$ cat src/rtl/div_unit_if.sv
// Request/response channel between the execute stage and the iterative divider.
//   req_valid/req_ready : request handshake carrying op, a (dividend), b (divisor)
//   op                  : 00 DIV, 01 DIVU, 10 REM, 11 REMU
//   resp_valid/resp_ready : response handshake carrying result
// master = execute stage (requester), slave = divider (responder).
interface div_unit_if #(
    parameter int WIDTH = 32
);
    logic             req_valid;
    logic             req_ready;
    logic [1:0]       op;
    logic [WIDTH-1:0] a;
    logic [WIDTH-1:0] b;
    logic             resp_valid;
    logic             resp_ready;
    logic [WIDTH-1:0] result;

    modport master (
        output req_valid, op, a, b, resp_ready,
        input  req_ready, resp_valid, result
    );

    modport slave (
        input  req_valid, op, a, b, resp_ready,
        output req_ready, resp_valid, result
    );
endinterface

$ cat src/rtl/div_unit.sv
// Iterative RV32M divider (DIV, DIVU, REM, REMU), radix-2 restoring, one
// quotient bit per clock.
//   clk   : clock, all state updates on posedge
//   rst   : synchronous reset, active-high (clears result too)
//   flush : abort any in-flight op; result is left unchanged
//   bus   : div_unit_if.slave request/response channel
// Divide-by-zero and signed overflow are resolved at accept and respond on the
// next edge; the normal path takes WIDTH iteration cycles after the accept edge.
module div_unit #(
    parameter int WIDTH = 32
) (
    input  logic       clk,
    input  logic       rst,
    input  logic       flush,
    div_unit_if.slave  bus
);
    localparam int CNT_W = $clog2(WIDTH);
    localparam logic [WIDTH-1:0] MIN_NEG = {1'b1, {(WIDTH-1){1'b0}}};

    typedef enum logic [1:0] {S_IDLE, S_CALC, S_DONE} state_t;

    state_t             state_reg;
    logic [CNT_W-1:0]   cnt_reg;
    logic               req_ready_reg;
    logic               resp_valid_reg;
    logic [WIDTH-1:0]   result_reg;
    logic [WIDTH-1:0]   dvd_reg;      // dividend magnitude, shifted out MSB first
    logic [WIDTH-1:0]   dvs_reg;      // divisor magnitude
    logic [WIDTH-1:0]   rem_reg;      // partial remainder (always < dvs after a step)
    logic [WIDTH-1:0]   quo_reg;      // quotient bits collected LSB-in
    logic               is_rem_reg;
    logic               neg_q_reg;
    logic               neg_r_reg;

    // Accept-time decode
    logic             accept;
    logic             op_signed;
    logic             a_neg;
    logic             b_neg;
    logic [WIDTH-1:0] a_abs;
    logic [WIDTH-1:0] b_abs;
    logic             div_zero;
    logic             sgn_ovf;
    logic [WIDTH-1:0] special_result;

    // Iteration datapath
    logic [WIDTH:0]   rem_shift;      // one bit wider so the compare never overflows
    logic             rem_ge;
    logic [WIDTH:0]   rem_step;
    logic [WIDTH-1:0] quo_step;
    logic [WIDTH-1:0] q_final;
    logic [WIDTH-1:0] r_final;

    always_comb begin
        accept    = bus.req_valid & req_ready_reg;
        op_signed = ~bus.op[0];
        a_neg     = op_signed & bus.a[WIDTH-1];
        b_neg     = op_signed & bus.b[WIDTH-1];
        a_abs     = a_neg ? (~bus.a + 1'b1) : bus.a;
        b_abs     = b_neg ? (~bus.b + 1'b1) : bus.b;
        div_zero  = (bus.b == '0);
        sgn_ovf   = op_signed & (bus.a == MIN_NEG) & (bus.b == '1);

        special_result = '0;
        if (div_zero) begin
            special_result = bus.op[1] ? bus.a : '1;
        end else if (sgn_ovf) begin
            special_result = bus.op[1] ? '0 : MIN_NEG;
        end

        rem_shift = {rem_reg, dvd_reg[WIDTH-1]};
        rem_ge    = (rem_shift >= {1'b0, dvs_reg});
        rem_step  = rem_ge ? (rem_shift - {1'b0, dvs_reg}) : rem_shift;
        quo_step  = {quo_reg[WIDTH-2:0], rem_ge};

        q_final = neg_q_reg ? (~quo_step + 1'b1) : quo_step;
        r_final = neg_r_reg ? (~rem_step[WIDTH-1:0] + 1'b1) : rem_step[WIDTH-1:0];
    end

    always_ff @(posedge clk) begin
        if (rst) begin
            state_reg      <= S_IDLE;
            cnt_reg        <= '0;
            req_ready_reg  <= 1'b1;
            resp_valid_reg <= 1'b0;
            result_reg     <= '0;
            dvd_reg        <= '0;
            dvs_reg        <= '0;
            rem_reg        <= '0;
            quo_reg        <= '0;
            is_rem_reg     <= 1'b0;
            neg_q_reg      <= 1'b0;
            neg_r_reg      <= 1'b0;
        end else if (flush) begin
            state_reg      <= S_IDLE;
            req_ready_reg  <= 1'b1;
            resp_valid_reg <= 1'b0;
        end else begin
            case (state_reg)
                S_IDLE: begin
                    if (accept) begin
                        req_ready_reg <= 1'b0;
                        is_rem_reg    <= bus.op[1];
                        neg_q_reg     <= a_neg ^ b_neg;
                        neg_r_reg     <= a_neg;
                        if (div_zero || sgn_ovf) begin
                            result_reg     <= special_result;
                            resp_valid_reg <= 1'b1;
                            state_reg      <= S_DONE;
                        end else begin
                            dvd_reg   <= a_abs;
                            dvs_reg   <= b_abs;
                            rem_reg   <= '0;
                            quo_reg   <= '0;
                            cnt_reg   <= '0;
                            state_reg <= S_CALC;
                        end
                    end
                end
                S_CALC: begin
                    dvd_reg <= {dvd_reg[WIDTH-2:0], 1'b0};
                    rem_reg <= rem_step[WIDTH-1:0];
                    quo_reg <= quo_step;
                    if (cnt_reg == CNT_W'(WIDTH-1)) begin
                        result_reg     <= is_rem_reg ? r_final : q_final;
                        resp_valid_reg <= 1'b1;
                        state_reg      <= S_DONE;
                    end else begin
                        cnt_reg <= cnt_reg + 1'b1;
                    end
                end
                S_DONE: begin
                    if (bus.resp_ready) begin
                        resp_valid_reg <= 1'b0;
                        req_ready_reg  <= 1'b1;
                        state_reg      <= S_IDLE;
                    end
                end
                default: begin
                    state_reg      <= S_IDLE;
                    req_ready_reg  <= 1'b1;
                    resp_valid_reg <= 1'b0;
                end
            endcase
        end
    end

    assign bus.req_ready  = req_ready_reg;
    assign bus.resp_valid = resp_valid_reg;
    assign bus.result     = result_reg;
endmodule
$ cat src/flat_wrapper.sv
// flat-port wrapper written by rule: the top's interface ports become plain ports
module div_unit_flat 
#(
    parameter int WIDTH = 32
)
  (clk, rst, flush, bus_req_valid, bus_op, bus_a, bus_b, bus_resp_ready, bus_req_ready, bus_resp_valid, bus_result);
  div_unit_if #(.WIDTH(WIDTH)) bus_i ();
  input  logic clk;
  input  logic rst;
  input  logic flush;
  input wire logic [$bits(bus_i.req_valid)-1:0] bus_req_valid;
  input wire logic [$bits(bus_i.op)-1:0] bus_op;
  input wire logic [$bits(bus_i.a)-1:0] bus_a;
  input wire logic [$bits(bus_i.b)-1:0] bus_b;
  input wire logic [$bits(bus_i.resp_ready)-1:0] bus_resp_ready;
  output wire logic [$bits(bus_i.req_ready)-1:0] bus_req_ready;
  output wire logic [$bits(bus_i.resp_valid)-1:0] bus_resp_valid;
  output wire logic [$bits(bus_i.result)-1:0] bus_result;
  assign bus_i.req_valid = bus_req_valid;
  assign bus_i.op = bus_op;
  assign bus_i.a = bus_a;
  assign bus_i.b = bus_b;
  assign bus_i.resp_ready = bus_resp_ready;
  assign bus_req_ready = bus_i.req_ready;
  assign bus_resp_valid = bus_i.resp_valid;
  assign bus_result = bus_i.result;
  div_unit #(.WIDTH(WIDTH)) u_core (.clk(clk), .rst(rst), .flush(flush), .bus(bus_i));
endmodule
$ cat config.mk
export PLATFORM = sky130hd
export DESIGN_NAME = div_unit_flat
export DESIGN_NICKNAME = d
export VERILOG_FILES = /design/src/rtl/div_unit_if.sv /design/src/rtl/div_unit.sv /design/src/flat_wrapper.sv
export SDC_FILE = /design/constraint.sdc
export NUM_CORES = 1
export LEC_CHECK = 0
export ABC_AREA = 1
export CORE_MARGIN = 2
export CORE_UTILIZATION = 29
export DETAILED_ROUTE_END_ITERATION = 8
export GPL_TIMING_DRIVEN = 0
export PLACE_DENSITY = 0.42
export SLEW_MARGIN = 15
export SYNTH_ARGS = -nofsm -noshare
export SYNTH_HDL_FRONTEND = slang
export SYNTH_SLANG_ARGS = --single-unit
export TNS_END_PERCENT = 20
$ cat constraint.sdc
create_clock -name clk -period 6.6 [get_ports clk]
set_clock_uncertainty 0.1 [all_clocks]
set_input_delay 0.99 -clock clk [delete_from_list [all_inputs] [get_ports clk]]
set_output_delay 0.99 -clock clk [all_outputs]
set_load 0.03 [all_outputs]
# Word-level counts from Yosys, hierarchy flattened
# Index checks and enable logic that the tools add are counted.
[word_totals]
memories = 0
latchBits = 0
out_inout_bits = 34
inputBits = 71
mem_bits_rw = 0
romBits = 0
regBits = 171
word_cells = 95
[op_classes]
n_reduce_logical = 13
multipliers = 0
bitwise = 14
eq_ne = 11
div_mod_pow = 0
shifts = 0
mux = 38
n_addsub = 6
order_cmp = 1
[op_table]
columns = ["op", "count"]
rows = [
  ["$mux 32", 17],
  ["$pmux 32 s2", 3],
  ["$add 32x1->32 const B", 4],
  ["$not 32->32", 4],
  ["$eq 32x32->1 const B", 2],
  ["$pmux 31 s2", 1],
  ["$ge 33x32->1", 1],
  ["$logic_not 32->1", 1],
  ["$sub 32x32->32", 1],
  ["$mux 5", 3],
  ["$reduce_and 4->1", 3],
  ["$pmux 5 s2", 1],
  ["$reduce_and 5->1", 2],
  ["$reduce_and 3->1", 3],
  ["$mux 2", 4],
  ["$mux 1", 6],
  ["$ne 2x1->1 const B", 3],
  ["$ne 2x2->1 const B", 3],
  ["$pmux 1 s3", 2],
  ["$pmux 2 s3", 1],
  ["$add 5x1->5 const B", 1],
  ["$and 1x1->1", 5],
  ["$eq 5x5->1 const B", 1],
  ["$not 1->1", 4],
  ["7 further kinds", 7],
]

# Depth between registers and ports, before layout
[logic_depth]
ltp_word = 8
mapped_depth = 31

# Least setup slack after synthesis
# OpenSTA, ideal clock, no wires.
[synth_path]
path_kind = "register -> register"
startpoint = "reg u_core.dvs_reg[24]"
endpoint = "reg u_core.result_reg[30] (netlist: u_core.bus.result[30])"
t_required_ps = 6430
path_slack_ps = 2631
stages_incl_launch_ff = 30
n_path_buf = 1
setup_time_ps = 70
arrival_ps = 3798
path_cell_list = "dfxtp_1 inv_1 ha_1 nand2_1 inv_1 a21oi_1 nand2_1 nand2_1 nand3_2 nor2_8 nand2_8 inv_2 buf_2 ha_1 nand3_1 nor3_1 nand3_1 nor3_1 nand4_1 nand2_1 inv_1 nor2_1 o21ai_0 nor2_1 o21ai_0 a21oi_1 nor2_1 nand2_1 nand2_1 a21oi_1"
[synth_between]
elab_chain_cells = 8
word_cells_on_any_way = 12
[synth_lines]
columns = ["item", "line_no", "rtl"]
rows = [
  ["start: declaration", "div_unit.sv:28", "logic [WIDTH-1:0] dvs_reg;"],
  ["start signal: assignment", "div_unit.sv:112", "dvs_reg <= b_abs;"],
  ["$sub 32x32->32 / $ge 33x32->1 (equally long branches)", "div_unit.sv:73, div_unit.sv:72", ""],
  ["$mux 32", "div_unit.sv:73", "rem_step = rem_ge ? (rem_shift - {1'b0, dvs_reg}) : rem_shift;"],
  ["$not 32->32", "div_unit.sv:77", "r_final = neg_r_reg ? (~rem_step[WIDTH-1:0] + 1'b1) : rem_step[WIDTH-1:0];"],
  ["$add 32x1->32", "div_unit.sv:77", ""],
  ["$mux 32", "div_unit.sv:77", ""],
  ["$mux 32 (*)", "div_unit.sv:125", "result_reg <= is_rem_reg ? r_final : q_final;"],
  ["$mux 32 (*)", "div_unit.sv:124", "if (cnt_reg == CNT_W'(WIDTH-1)) begin"],
  ["$pmux 32 s2 (*)", "div_unit.sv:99", "case (state_reg)"],
  ["end signal: assignment", "div_unit.sv:107", "result_reg <= special_result;"],
  ["end signal: assignment", "div_unit.sv:125", ""],
  ["end: declaration", "div_unit.sv:26", "logic [WIDTH-1:0] result_reg;"],
]
# Every way passes the cells marked *; elsewhere a longest branch is shown, timed or not. The select of a mux whose other input is x is not followed.
# A chain may end at the register's enable or synchronous reset.

# Worst setup path after layout
[layout_path]
startpoint = "reg u_core.dvs_reg[6]"
endpoint = "reg u_core.result_reg[30] (netlist: u_core.bus.result[30])"
# The elaborated chain is that of the path after synthesis.

==> metrics.yaml <==
run_status:
  outcome: "finished, final reports clean"
routing:
  detail_route.wl_per_cell_um: 19.63
  postRouteWirelength_um: 59510
  detail_route.iter0.violations: 1370
  vias: 15311
  route.detailed.drc: 0
  antenna_left: 0
  first_pass_iters: 5
  routed_via_density: 5.051
synth:
  yosysTopAreaCell: "dfxtp_1"
  ys_types: 56
  synth_seq_cells: 171
  netlist_area_sq_um: 13420
  seq_area_frac_synth: 0.2552
  async_flop_share: 0
  ys_warn_count: 0
  ys.flop_type: "dfxtp_1"
  syn_avg_cell_area_sq_um: 5.845
  synth.top_cell.area_share: 0.2552
  synthTopCellsByArea: "dfxtp_1, nand2_1, a21oi_1"
  synth_edf_count: 0
  syn-instance-count: 2295
  syn_nets: 2406
clocking:
  post_cts_buffers: 0
  cts_hold_buffers: 0
  cts_tree: "built"
  clkLatencyLatePin_ps: 490
  ctsLongestPathBuffers: 2
  cts_sinks: 171
  root_buffer: "clkbuf_16"
  cts-buffers-inserted: 17
  htree_num_levels: 4
  post_cts_resized: 0
  path_clk_slew_ps: 70
layout:
  stdcell_count: 3031
  antennaDiodeCount: 0
  fillers: 5208
  drive_above_1_share: 0.04360
  syn2layout_area_growth_pct: 17.91
  final_common_cell: "nand2_1"
  most-common-layout-cells: "nand2_1, a21oi_1, nor2_1"
  fin_nets: 2529
  post-route-util: 0.3478
power_and_ir_drop:
  ir_drop_mv: 0.1585
  combPwrFrac: 0.292
  power_frac_seq: 0.353
  clock_power_share: 0.354
  p_sw_mw: 1.129
  finalPower_mw: 3.089
  power_density_nw_per_um2: 195.3
  leakage_nw: 6.993
  switching_share: 0.3654
  internal-power_mw: 1.960
worst_hold_path:
  hold_class: "reg -> reg"
  hold_path.startpoint: "u_core.bus.result[14]$_SDFFE_PP0P_"
global_route:
  grt_usage: 0.2512
  grt_pass1_wl_um: 89060
  antenna_found_initial: 0
  grt_pass1_vias: 14463
  overflow: 0
  grt_max_degree: 17
timing:
  fin_ws_ps: 1069
  report.final.slew_viol_count: 0
  period_share: 0.8380
  timing.final.hold_violations: 0
  rsz0062_at_grt: "false"
  period_needed_ps: 5531
  max_slew_margin: 0.1837
  setup_tns_ps: 0
  report.final.setup_viol: 0
  tightestPinTransition_ps: 1213
  fmax_mhz: 180.8
floorplan:
  die-area_sq_um: 48000
  core-area_sq_um: 45480
  die_w_um: 219.1
  ios: 105
  fp-row-count: 78
  die_height_um: 219.1
  start_util: 0.2950
placed_design:
  port_buffers: 104
  placed_cells: 2999
  hpwlAfterDp_um: 48900
  place_congestion: 0.9088
  dp_slack_ps: 1166
setup_path:
  crit_path_max_fanout: 10
  crit_slowest_cell: "nor3_1"
  startpoint: "u_core.dvs_reg[6]$_SDFFE_PP0P_"
  setup.worst_path.end_class: "flop"
  critPathKind: "reg -> reg"
  cpMostUsedCell: "nand2_1"
  cpPeakStageDelay_ps: 430
  cp.arrival_ps: 5850
  crit_required_ps: 6920
  critical_path.startpoint_type: "flop"
  reg2reg_from: "u_core.dvs_reg[6]$_SDFFE_PP0P_"
run:
  cap_viol_max_count: 0
==> power by group through the flow <==
stage	Combinational, mW	Clock, mW	Sequential [mW]
global placement	0.894	0	1.11
finish	0.903	1.09	1.09
global route	1.00	1.16	1.10
floorplan	0.567	0	1.11
CTS	0.896	1.12	1.09
detailed placement	0.891	0	1.11
==> Yosys cell counts (18+ instances only) <==
| library cell | instances |
|---|---|
| nor2_1 | 253 |
| nand4_1 | 30 |
| inv_1 | 241 |
| clkbuf_1 | 73 |
| nor3_1 | 31 |
| ha_1 | 39 |
| o21ai_0 | 173 |
| xor2_1 | 36 |
| nand2_2 | 18 |
| dfxtp_1 | 171 |
| a21oi_1 | 258 |
| nand2_1 | 648 |
| nand3_1 | 161 |
==> worst max-delay path, delay by kind of cell (launching register included) <==
kind	cells	cell delay [ps]
buffers and inverters	5	690
DFF	1	380
AOI/OAI and AO/OA	4	560
and+or+nand+nor	20	3130
adders and majority gates	2	580
==> path summary, 6_finish.rpt <==
path                                                      endpoint  slack (ps)  cells after the start
worst max-delay path            u_core.bus.result[30]$_SDFFE_PP0P_        1070                     31
worst max register to register  u_core.bus.result[30]$_SDFFE_PP0P_        1070                     31
worst min-delay path            u_core.bus.result[14]$_SDFFE_PP0P_         360                      2
worst min register to register  u_core.bus.result[14]$_SDFFE_PP0P_         360                      2
==> cells by family after synthesis <==
logic type / after synthesis / synth area share
compound gates: 486 / 0.1902
buf+inv: 350 / 0.1035
simple gates: 1197 / 0.3800
fa+ha+maj: 40 / 0.03787
flops: 171 / 0.2552
xor+xnor: 51 / 0.03330
==> per-stage QoR <==
| stage | instance area, sq um | hold WS [ps] |
|---|---|---|
| detailed placement | 15210 | 360.1 |
| floorplan | 13420 | 327.1 |
| global route | 15820 | 388.7 |
| global placement | 15210 | 339.3 |
| finish | 15820 | 364.6 |
| CTS | 15820 | 370.5 |
==> area by class of cell <==
cell class / count / area [sq um] / area share
plain buffers: 99 / 446.7 / 0.02824
clock buffers: 21 / 450.4 / 0.02848
clock inverters: 11 / 160.2 / 0.01012
inverters: 251 / 942.2 / 0.05956
multi-input cells: 1774 / 8603 / 0.5439
flip-flops and latches: 171 / 3423 / 0.2164
well taps: 600 / 750.7 / 0.04746
repair buffers: 104 / 1041 / 0.06581
==> per-layer routing <==
layer | global-route usage | vias to the layer above | part of all wire
met5 | 0 | - | 0
met4 | 0.05788 | 0 | 0.016
met3 | 0.04532 | 58 | 0.051
met2 | 0.3911 | 388 | 0.44
met1 | 0.3578 | 7117 | 0.49
li1 | - | 7748 | -
Power figures use the tool's default switching activity.
